--- src/rtl/cmp_arb_pkg.sv ---
`default_nettype none
// ============================================================================
//  Module      : cmp_arb_pkg
//  Description : Shared compare op codes, FSM state codes and the latched
//                transaction record for the comparator arbiter.
//  Revision    : 1.0  initial release
// ============================================================================
package cmp_arb_pkg;

    // funct3 compare op codes; all eight codes carry a defined meaning
    localparam logic [2:0] CMP_EQ   = 3'b000;
    localparam logic [2:0] CMP_NE   = 3'b001;
    localparam logic [2:0] CMP_SLT  = 3'b010;
    localparam logic [2:0] CMP_SLTU = 3'b011;
    localparam logic [2:0] CMP_LT   = 3'b100;
    localparam logic [2:0] CMP_GE   = 3'b101;
    localparam logic [2:0] CMP_LTU  = 3'b110;
    localparam logic [2:0] CMP_GEU  = 3'b111;

    // Arbiter FSM state codes
    localparam logic [1:0] ST_IDLE  = 2'b00;
    localparam logic [1:0] ST_CMP   = 2'b01;
    localparam logic [1:0] ST_RESP  = 2'b10;

    // Everything captured from the winning requester at the handshake
    typedef struct packed {
        logic [2:0]  op;
        logic [31:0] a;
        logic [31:0] b;
        logic        id;
    } cmp_txn_t;

endpackage : cmp_arb_pkg
`default_nettype wire

--- src/rtl/comp32bs.sv ---
`default_nettype none
// ============================================================================
//  Module      : comp32bs
//  Description : 32-bit magnitude comparator producing signed greater-than,
//                equality and unsigned greater-than flags.
//  Revision    : 1.0  initial release
// ============================================================================
module comp32bs (
    input  logic [31:0] i_a,
    input  logic [31:0] i_b,
    output logic        o_gts,
    output logic        o_eq,
    output logic        o_gtu
);

    // Pure combinational flags; the consumer decides which ones matter
    always_comb begin
        o_eq  = (i_a == i_b);
        o_gtu = (i_a > i_b);
        o_gts = ($signed(i_a) > $signed(i_b));
    end

endmodule : comp32bs
`default_nettype wire

--- src/rtl/cmp_arb.sv ---
`default_nettype none
// ============================================================================
//  Module      : cmp_arb
//  Description : Shares one comp32bs comparator between the branch unit
//                (req0) and the SLT/SLTU path (req1). One compare in flight;
//                result returned on a shared, id-tagged response channel.
//  Revision    : 1.0  initial release
// ============================================================================
module cmp_arb
    import cmp_arb_pkg::*;
#(
    parameter bit RR_EN = 1'b1
) (
    input  logic        clk,
    input  logic        rst_n,
    input  logic        flush,
    input  logic        req0_valid,
    output logic        req0_ready,
    input  logic [2:0]  req0_op,
    input  logic [31:0] req0_a,
    input  logic [31:0] req0_b,
    input  logic        req1_valid,
    output logic        req1_ready,
    input  logic [2:0]  req1_op,
    input  logic [31:0] req1_a,
    input  logic [31:0] req1_b,
    output logic        rsp_valid,
    input  logic        rsp_ready,
    output logic        rsp_res,
    output logic        rsp_id,
    output logic        busy
);

    logic [1:0] state_q, state_d;
    cmp_txn_t   txn_q, txn_d;
    logic       last_q, last_d;
    logic       rsp_valid_q, rsp_valid_d;
    logic       rsp_res_q, rsp_res_d;
    logic       rsp_id_q, rsp_id_d;

    logic       w_win_id;
    logic       w_can_grant;
    logic       w_hs;
    logic       w_gts;
    logic       w_eq;
    logic       w_gtu;
    logic       w_res;

    // Winner selection: round-robin picks the requester that did not win last
    generate
        if (RR_EN) begin : g_rr
            assign w_win_id = (req0_valid & req1_valid) ? ~last_q : ~req0_valid;
        end else begin : g_fixed
            assign w_win_id = ~req0_valid;
        end
    endgenerate

    // Grants only from IDLE, never while flushing or held in reset
    assign w_can_grant = rst_n & (state_q == ST_IDLE) & ~flush;
    assign req0_ready  = w_can_grant & req0_valid & ~w_win_id;
    assign req1_ready  = w_can_grant & req1_valid &  w_win_id;
    assign w_hs        = req0_ready | req1_ready;

    // Comparator sees only the latched operands, never the live request ports
    comp32bs u_comp (
        .i_a   (txn_q.a),
        .i_b   (txn_q.b),
        .o_gts (w_gts),
        .o_eq  (w_eq),
        .o_gtu (w_gtu)
    );

    // Op decode: map the comparator flags onto the requested relation
    always_comb begin
        w_res = 1'b0;
        case (txn_q.op)
            CMP_EQ:            w_res =  w_eq;
            CMP_NE:            w_res = ~w_eq;
            CMP_SLT, CMP_LT:   w_res = ~w_gts & ~w_eq;
            CMP_GE:            w_res =  w_gts |  w_eq;
            CMP_SLTU, CMP_LTU: w_res = ~w_gtu & ~w_eq;
            CMP_GEU:           w_res =  w_gtu |  w_eq;
            default:           w_res = 1'b0;
        endcase
    end

    // Next-state logic for the IDLE -> CMP -> RESP sequence
    always_comb begin
        state_d     = state_q;
        txn_d       = txn_q;
        last_d      = last_q;
        rsp_valid_d = rsp_valid_q;
        rsp_res_d   = rsp_res_q;
        rsp_id_d    = rsp_id_q;
        case (state_q)
            ST_IDLE: begin
                if (w_hs) begin
                    txn_d.id = w_win_id;
                    txn_d.op = w_win_id ? req1_op : req0_op;
                    txn_d.a  = w_win_id ? req1_a  : req0_a;
                    txn_d.b  = w_win_id ? req1_b  : req0_b;
                    if (RR_EN) begin
                        last_d = w_win_id;
                    end
                    state_d = ST_CMP;
                end
            end
            ST_CMP: begin
                if (flush) begin
                    state_d = ST_IDLE;
                end else begin
                    rsp_valid_d = 1'b1;
                    rsp_res_d   = w_res;
                    rsp_id_d    = txn_q.id;
                    state_d     = ST_RESP;
                end
            end
            ST_RESP: begin
                // A transfer accepted together with flush is still delivered
                if (rsp_ready || flush) begin
                    rsp_valid_d = 1'b0;
                    state_d     = ST_IDLE;
                end
            end
            default: begin
                rsp_valid_d = 1'b0;
                state_d     = ST_IDLE;
            end
        endcase
    end

    // State registers; reset leaves the pointer at 1 so req0 wins first
    always_ff @(posedge clk) begin
        if (!rst_n) begin
            state_q     <= ST_IDLE;
            txn_q       <= '0;
            last_q      <= 1'b1;
            rsp_valid_q <= 1'b0;
            rsp_res_q   <= 1'b0;
            rsp_id_q    <= 1'b0;
        end else begin
            state_q     <= state_d;
            txn_q       <= txn_d;
            last_q      <= last_d;
            rsp_valid_q <= rsp_valid_d;
            rsp_res_q   <= rsp_res_d;
            rsp_id_q    <= rsp_id_d;
        end
    end

    assign rsp_valid = rsp_valid_q;
    assign rsp_res   = rsp_res_q;
    assign rsp_id    = rsp_id_q;
    assign busy      = (state_q != ST_IDLE);

endmodule : cmp_arb
`default_nettype wire

--- config.mk ---
export PLATFORM = sky130hd
export DESIGN_NAME = cmp_arb
export DESIGN_NICKNAME = d
export VERILOG_FILES = /design/src/rtl/cmp_arb_pkg.sv /design/src/rtl/comp32bs.sv /design/src/rtl/cmp_arb.sv
export SDC_FILE = /design/constraint.sdc
export NUM_CORES = 1
export LEC_CHECK = 0
export CAP_MARGIN = 40
export CORE_MARGIN = 5
export CORE_UTILIZATION = 46
export DETAILED_ROUTE_END_ITERATION = 16
export GPL_ROUTABILITY_DRIVEN = 0
export PLACE_DENSITY = 0.81
export SYNTH_ARGS = -nofsm -noshare
export SYNTH_HDL_FRONTEND = slang
export SYNTH_SLANG_ARGS = --single-unit
--- constraint.sdc ---
create_clock -name clk -period 2.55 [get_ports clk]
set_input_delay 0.51 -clock clk [delete_from_list [all_inputs] [get_ports clk]]
set_output_delay 0.51 -clock clk [all_outputs]
set_load 0.02 [all_outputs]
==> key figures, run 1 <==
Global route
  – Maximum number of pins on one net before global-route repair: 74
  – Via count of the first global-routing pass: 3883
  – Global-route wire length before repair: 17.2 mm
  – Initial antenna violation count: 0
  – GRT Resource Usage Total: 18.4%
  – GRT overflow: 0

STA
  – Min setup slack post-route: 0.131 ns
  – Final worst hold slack: 0.469 ns
  – Setup violators final: 0
  – Tightest Pin Transition: 0.707 ns
  – Max-slew headroom at the worst pin: 52.9%
  – Setup_tns: 0 ns
  – Count of pins over their slew limit: 0
  – Setup clock skew after layout: 0.0111 ns
  – Minimum period implied by the final worst setup slack: 2.42 ns
  – Final clock period utilization by the worst path: 94.9%
  – Max Clk Rate: 413 MHz
  – Final hold vios: 0
  – Unrepaired setup endpoints after global routing: no

Synthesis
  – Post-synthesis instance area: 0.00428 mm²
  – Post-synthesis average cell area: 9.28 µm²
  – Count of cell types in the netlist: 37
  – Post-synthesis instance total: 461
  – Yosys warnings: 0
  – Most used flip-flop cell after synthesis: dfxtp_1
  – Fraction of registers with async set/reset: 0%
  – EDFF count, synth: 0
  – Sequential-to-total area share from yosys stat: 34.6%
  – Number of storage elements in the synthesis netlist: 74
  – Post-Synthesis Net Count: 633

Worst hold path
  – Class of the tightest hold or removal check: flip-flop to flip-flop

Routing
  – Routed metal-1 wire length: 4.41 mm
  – Violation count after the first detailed-route iteration: 107
  – Number of vias per cell: 5.33
  – Final Routed Wirelength: 10.4 mm
  – Vias post-DR: 3801
  – Top routing layer in use: met4
  – Avg WL per Cell: 14.5 µm
  – Count of TritonRoute iterations in the first routing pass: 6
  – Met3 WL: 612 µm
  – WL met2: 5.18 mm
  – Total DRC errors in the routed layout: 0
  – Post-route antenna net violation count: 0

Status
  – Outcome: completed

Clock network
  – Cell at the root of the clock tree: clkbuf_8
  – Clock edge transition at the registers on the reported setup and hold paths: 0.07 ns
  – Post-CTS Setup Repair Bufs: 0
  – CTS tree: yes
  – Maximum level of the CTS H-tree: 3
  – Insertion delay of the later-clocked pin in the worst-skew pair: 0.34 ns
  – Maximum buffer depth of the clock tree: 2
  – Clock sink total: 74
  – Cts bufs inserted: 9

Layout
  – Ratio of cells with drive above 1 in the final layout: 6.31%
  – Seq. cell area: 0.00148 mm²
  – Leading cell type in the layout, fill and taps excluded: clkdlybuf4s50_1
  – Final-stage net count: 770
  – Number of standard cells in the final layout excluding fillers: 713
  – Layout-stage area growth over the synthesis result: 42.6%
  – Antenna Cells: 0
  – Fill cell count: 736
  – Most frequent cells in the layout: 142 x clkdlybuf4s50_1, 77 x nand2_1, 74 x dfxtp_1
  – Area taken by multi-input logic gates: 0.00256 mm²
  – Final core utilization: 66.7%

Power and ir drop
  – Standby leakage power: 0.00322 µW
  – Worst IR drop on VDD: 229 µV
  – Power density relative to cell area: 498 mW/mm²

Worst setup path
  – WP data arrival: 1.91 ns
  – Critical path endpoint category: primary output
  – Startpoint-to-endpoint class of the critical path: input pin to primary output
  – Worst Setup Start Kind: input pin
  – Critical Path RT: 2.04 ns
  – Max Fanout on Critical Path: 4
  – Library cell contributing the largest single delay on the critical path: clkdlybuf4s50_1
  – Crit-path cells: clkdlybuf4s50_1, nor4b_2, buf_4, nand3_1, inv_1, dlygate4sd2_1
  – Slowest Stage Delay on Critical Path: 0.48 ns
  – Bufs and invs on worst path: 4
  – Family with the most delay on the worst path: buffers and inverters

Job
  – Number of max-capacitance violations reported: 0

Placed design
  – Port buffer count: 145
  – DP HPWL: 7.99 mm
  – Place WS: -0.199 ns
  – Cell count after placement: 698

Die
  – Total number of placement rows: 35
  – Top-Level Pins: 146
  – Full die area: 0.0113 mm²
  – Initial core utilization: 46.8%
  – Die Height: 106 µm
  – Placeable Area: 0.00915 mm²
  – Chip Width: 106 µm
==> cells in the mapped netlist, drive strengths merged (2+ instances only) <==
master	instances	area, µm²
nor4b	3	26.3
o211a	67	671
o211ai	3	22.5
clkbuf	17	63.8
o21ai	7	35.0
nand3	6	30.0
a211oi	3	22.5
nand4	6	43.8
buf	13	65.1
inv	37	139
nand2	77	289
nor3	2	10.0
a21oi	14	70.1
nor2	6	22.5
nor2b	4	25.0
ha	32	400
nor3b	2	15.0
dfxtp	74	1480
nor4	4	31.3
or2	2	12.5
a21boi	2	18.8
mux2i	70	701
==> logic make-up (layout without fill, tap and decap cells) <==
kind of cell | after synthesis | after routing | share of synthesized area [%]
AO/OA/AOI/OAI | 102 | 102 | 20.8
multiplexers | 70 | 70 | 16.4
AND/OR/NAND/NOR | 116 | 116 | 12.6
buffers and inverters | 67 | 208 | 6.26
flip-flops | 74 | 74 | 34.6
adder cells (fa/ha/maj) | 32 | 32 | 9.36
==> power breakdown <==
part,switching [µW],leakage [µW],internal (µW)
Clock,423,0.000106,575
Combinational,324,0.00250,438
Sequential,46.8,0.000607,1230
==> what timing repair did <==
action | CTS | global route
endpoints found under the setup margin | 2 | 1
resized for setup | 3 | 2
hold buffers | 0 | 0
pin swaps | 0 | 1
==> metrics by stage <==
stage | power [µW] | area (µm²)
CTS | 3060 | 6090
finish | 3040 | 6100
global route | 3210 | 6100
global placement | 2040 | 5870
detailed placement | 2060 | 5870
floorplan | 1720 | 4280
==> worst min-delay path, cell delays in order, from the launching register on <==
cell	delay [ns]
dfxtp_1	0.31
nand2_1	0.05
a21boi_0	0.06
==> routing by layer <==
layer | GRT usage (%) | vias to the layer above
met2 | 32.5 | 109
met4 | 6.30 | 0
li1 | - | 1929
met1 | 22.0 | 1748
met3 | 3.89 | 15
met5 | 0 | -
==> worst paths after layout <==
check             startpoint         end  slack [ns]  cells after the start
setup / recovery       flush  req1_ready        0.13                      6
hold / removal      txn_q[0]    txn_q[0]        0.47                      2
setup reg to reg   txn_q[15]     rsp_res        0.19                      9
hold reg to reg     txn_q[0]    txn_q[0]        0.47                      2
==> state kept, by name, indices dropped and copies added (netlist names) <==
register	flops
state_q	2
rsp_valid	1
rsp_id	1
rsp_res	1
last_q	1
txn_q	68
==> layout make-up <==
| cell class | instances | share of cell area (%) |
|---|---|---|
| multi-input combinational | 320 | 41.9 |
| timing repair buffer | 156 | 25.6 |
| sequential | 74 | 24.3 |
| clock buffer | 11 | 2.32 |
| inverter | 37 | 2.32 |
| tap | 111 | 2.28 |
| clock inverter | 4 | 1.25 |
(Power assumes the default switching activity.)
==> run 2: changes to the inputs <==
--- a/config.mk
+++ b/config.mk
@@ -7,10 +7,11 @@
 export LEC_CHECK = 0
 export CAP_MARGIN = 40
 export CORE_MARGIN = 5
-export CORE_UTILIZATION = 46
+export CORE_UTILIZATION = 47
 export DETAILED_ROUTE_END_ITERATION = 16
 export GPL_ROUTABILITY_DRIVEN = 0
 export PLACE_DENSITY = 0.81
 export SYNTH_ARGS = -nofsm -noshare
 export SYNTH_HDL_FRONTEND = slang
+export SYNTH_HIERARCHICAL = 1
 export SYNTH_SLANG_ARGS = --single-unit
==> key figures, run 2 <==
Status
  – Outcome: finished, violations left
  – Violations in the final reports: setup timing

Clock network
  – Maximum buffer depth of the clock tree: 2 (unchanged)
  – Clock edge transition at the registers on the reported setup and hold paths: 0.08 ns (about the same)
  – Clock sink total: 74 (unchanged)
  – Cts-stage hold buffer count: 0 (unchanged)
  – CTS tree: yes
  – Maximum level of the CTS H-tree: 3 (unchanged)
  – Cell at the root of the clock tree: clkbuf_8
  – Insertion delay of the later-clocked pin in the worst-skew pair: 0.34 ns (about the same)
  – Cts bufs inserted: 9 (unchanged)

STA
  – Max Clk Rate: 362 MHz (-12%)
  – Final clock period utilization by the worst path: 108% (+13 points)
  – Minimum period implied by the final worst setup slack: 2.76 ns (+0.344 ns)
  – Max-slew headroom at the worst pin: 68.1% (+15 points)
  – Min setup slack post-route: -0.213 ns (-0.344 ns)
  – Tightest Pin Transition: 0.477 ns (-0.230 ns)
  – Count of pins over their slew limit: 0 (unchanged)
  – Unrepaired setup endpoints after global routing: yes
  – Setup violators final: 1 (+1)
  – Setup clock skew after layout: 0.00635 ns (-0.00476 ns)
  – Final hold vios: 0 (unchanged)

Routing
  – Final Routed Wirelength: 10.7 mm (+3.8%)
  – Number of vias per cell: 5.11 (-4.1%)
  – Post-route antenna net violation count: 0 (unchanged)
  – Violation count after the first detailed-route iteration: 81 (-24%)
  – Total DRC errors in the routed layout: 0 (unchanged)
  – Count of TritonRoute iterations in the first routing pass: 4 (-2)
  – Avg WL per Cell: 14.6 µm (+0.27%)
  – Vias post-DR: 3772 (-0.76%)

Die
  – Placeable Area: 0.00964 mm² (+5.3%)
  – Top-Level Pins: 146 (unchanged)
  – Initial core utilization: 47.5% (+0.70 points)
  – Full die area: 0.0118 mm² (+4.2%)
  – Chip Width: 109 µm (+2.1%)
  – Total number of placement rows: 36 (+2.9%)
  – Die Height: 109 µm (+2.1%)

Worst setup path
  – Startpoint-to-endpoint class of the critical path: flip-flop to flip-flop
  – WP data arrival: 3.05 ns (+1.14 ns)
  – Worst Setup Start Kind: flip-flop
  – Family with the most delay on the worst path: simple AND/OR/NAND/NOR gates
  – Critical path endpoint category: flip-flop
  – Bufs and invs on worst path: 1 (-3)
  – Max Fanout on Critical Path: 2 (-2)
  – Library cell contributing the largest single delay on the critical path: or4_4
  – Crit-path cells: inv_1, ha_1, nand4_1, or4_4, nor3_4, and3_4, a211oi_2, or4b_4, a31oi_1, o221a_2
  – Slowest Stage Delay on Critical Path: 0.58 ns (+0.10 ns)
  – Critical Path RT: 2.83 ns (+0.79 ns)

Worst hold path
  – Class of the tightest hold or removal check: flip-flop to flip-flop

Synthesis
  – Most used flip-flop cell after synthesis: dfxtp_1
  – EDFF count, synth: 0 (unchanged)
  – Post-synthesis instance total: 459 (-0.43%)
  – Post-synthesis average cell area: 9.97 µm² (+7.4%)
  – Count of cell types in the netlist: 45 (+22%)
  – Yosys warnings: 6 (+6)
  – Fraction of registers with async set/reset: 0% (unchanged)
  – Most common cell in the netlist: dfxtp_1
  – Post-Synthesis Net Count: 631 (-0.32%)
  – Dominant cell type by area after synthesis: dfxtp_1
  – Post-synthesis instance area: 0.00457 mm² (+6.9%)
  – Leading post-synthesis cells by instance count: 74 x dfxtp_1, 72 x nor2_1, 70 x mux2i_1
  – Number of storage elements in the synthesis netlist: 74 (unchanged)
  – Leading cell types by total area after synthesis: dfxtp_1 32%, a211oi_2 19%, mux2i_1 15%, ha_1 8.8%, nor2_1 5.9%
  – Share of Yosys cell area claimed by the top area cell type: 32.4% (-2.2 points)
  – Sequential-to-total area share from yosys stat: 32.4% (-2.2 points)

Layout
  – Final-stage net count: 772 (+0.26%)
  – Leading cell type in the layout, fill and taps excluded: clkdlybuf4s50_1
  – Most frequent cells in the layout: 143 x clkdlybuf4s50_1, 72 x nor2_1, 70 x mux2i_1
  – Top Registers: txn_q: 68 flops, state_q: 2 flops
  – Antenna Cells: 0 (unchanged)
  – Final core utilization: 67.3% (+0.61 points)
  – Number of flip-flops in the largest register: 68 (unchanged)
  – Summed area of non-filler cells in the final layout: 0.00648 mm² (+6.3%)
  – Biggest register: txn_q
  – Layout-stage area growth over the synthesis result: 41.7%
  – Ratio of cells with drive above 1 in the final layout: 21.3% (+15 points)

Power and ir drop
  – Portion of total power attributed to combinational logic: 27.4% (+2.3 points)
  – Net Switching: 900 µW (+13%)
  – Worst IR drop on VDD: 323 µV (+41%)
  – Part of the power in registers: 39.3% (-2.8 points)
  – Standby leakage power: 0.00251 µW (-22%)
  – Power density relative to cell area: 504 mW/mm² (+1.1%)
  – Fraction of power spent switching nets: 27.5% (+1.4 points)
  – Cell-internal power: 2370 µW (+5.4%)
  – Clock network fraction of design power: 33.3% (+0.5 points)

Placed design
  – Place WS: -0.170 ns (+0.0290 ns)
  – Placed standard-cell area: 0.00617 mm² (+5.2%)
  – DP HPWL: 8.25 mm (+3.2%)
  – Port buffer count: 145 (unchanged)

Global route
  – Global-route wire length before repair: 17.3 mm (+0.16%)
  – Maximum number of pins on one net before global-route repair: 69 (-6.8%)
  – GRT Resource Usage Total: 18.0% (-0.38 points)
  – Via count of the first global-routing pass: 3933 (+1.3%)
  – Initial antenna violation count: 0 (unchanged)
  – GRT overflow: 0 (unchanged)

Job
  – Number of max-capacitance violations reported: 0 (unchanged)
## run 2: kinds of logic (layout without fill, tap and decap cells)
kind of cell | count (synthesis) | after routing | synth area share [%]
AND/OR/NAND/NOR | 115 | 115 | 12.0
AO/OA/AOI/OAI | 104 | 104 | 23.5
flip-flops | 74 | 74 | 32.4
multiplexers | 70 | 70 | 15.3
buffers and inverters | 64 | 210 | 8.04
adder cells (fa/ha/maj) | 32 | 32 | 8.75
## run 2: final cells by class
class | instances | area (µm²)
clock buffers | 9 | 124
inverters | 34 | 129
well taps | 133 | 166
fillers | 784 | 3160
repair buffers | 160 | 1630
clock inverters | 7 | 116
multi-input cells | 321 | 2830
flip-flops and latches | 74 | 1490
## run 2: per-layer routing
layer / vias to the layer above / wire [µm] / GRT usage [%]
met1: 1705 / 4750 / 22.2
met3: 10 / 743 / 4.32
met5: - / 0 / 0
met4: 0 / 102 / 5.14
li1: 1936 / - / -
met2: 121 / 5160 / 31.1
## run 2: what timing repair did
action,4_1_cts,5_1_grt
gates resized for setup,8,6
setup buffers,0,1
pin swaps,0,7
setup endpoints to repair,2,2
## run 2: power groups by stage
stage	combinational (µW)	clock (µW)	sequential, µW
2_1_floorplan	539	0	1300
3_3_place_gp	844	0	1300
3_5_place_dp	867	0	1310
4_1_cts	889	1110	1280
5_1_grt	987	1160	1290
6_report	895	1090	1280
## run 2: final timing paths
path                                start        end  slack, ns  depth (start not counted)
worst max-delay path            txn_q[25]    rsp_res      -0.21                         10
worst min-delay path            rsp_valid  rsp_valid       0.51                          2
worst min register to register  rsp_valid  rsp_valid       0.51                          2
worst max register to register  txn_q[25]    rsp_res      -0.21                         10
## run 2: worst register-to-register path: cells and delay by family (launching register included)
kind / cells / cell delay (ns)
AOI/OAI and AO/OA: 3 / 0.42
and+or+nand+nor: 5 / 1.64
buffers and inverters: 1 / 0.04
DFF: 1 / 0.33
adders and majority gates: 1 / 0.27
## run 2: metrics by stage
step / cells / setup TNS (ns) / hold slack [ns] / power [µW]
after detailed placement: 721 / -0.219 / 0.487 / 2180
final: 738 / -0.213 / 0.505 / 3270
after CTS: 737 / -0.0963 / 0.511 / 3280
after floorplan: 459 / 0 / 0.454 / 1830
after global routing: 738 / -0.285 / 0.549 / 3440
after global placement: 721 / -0.0413 / 0.473 / 2150
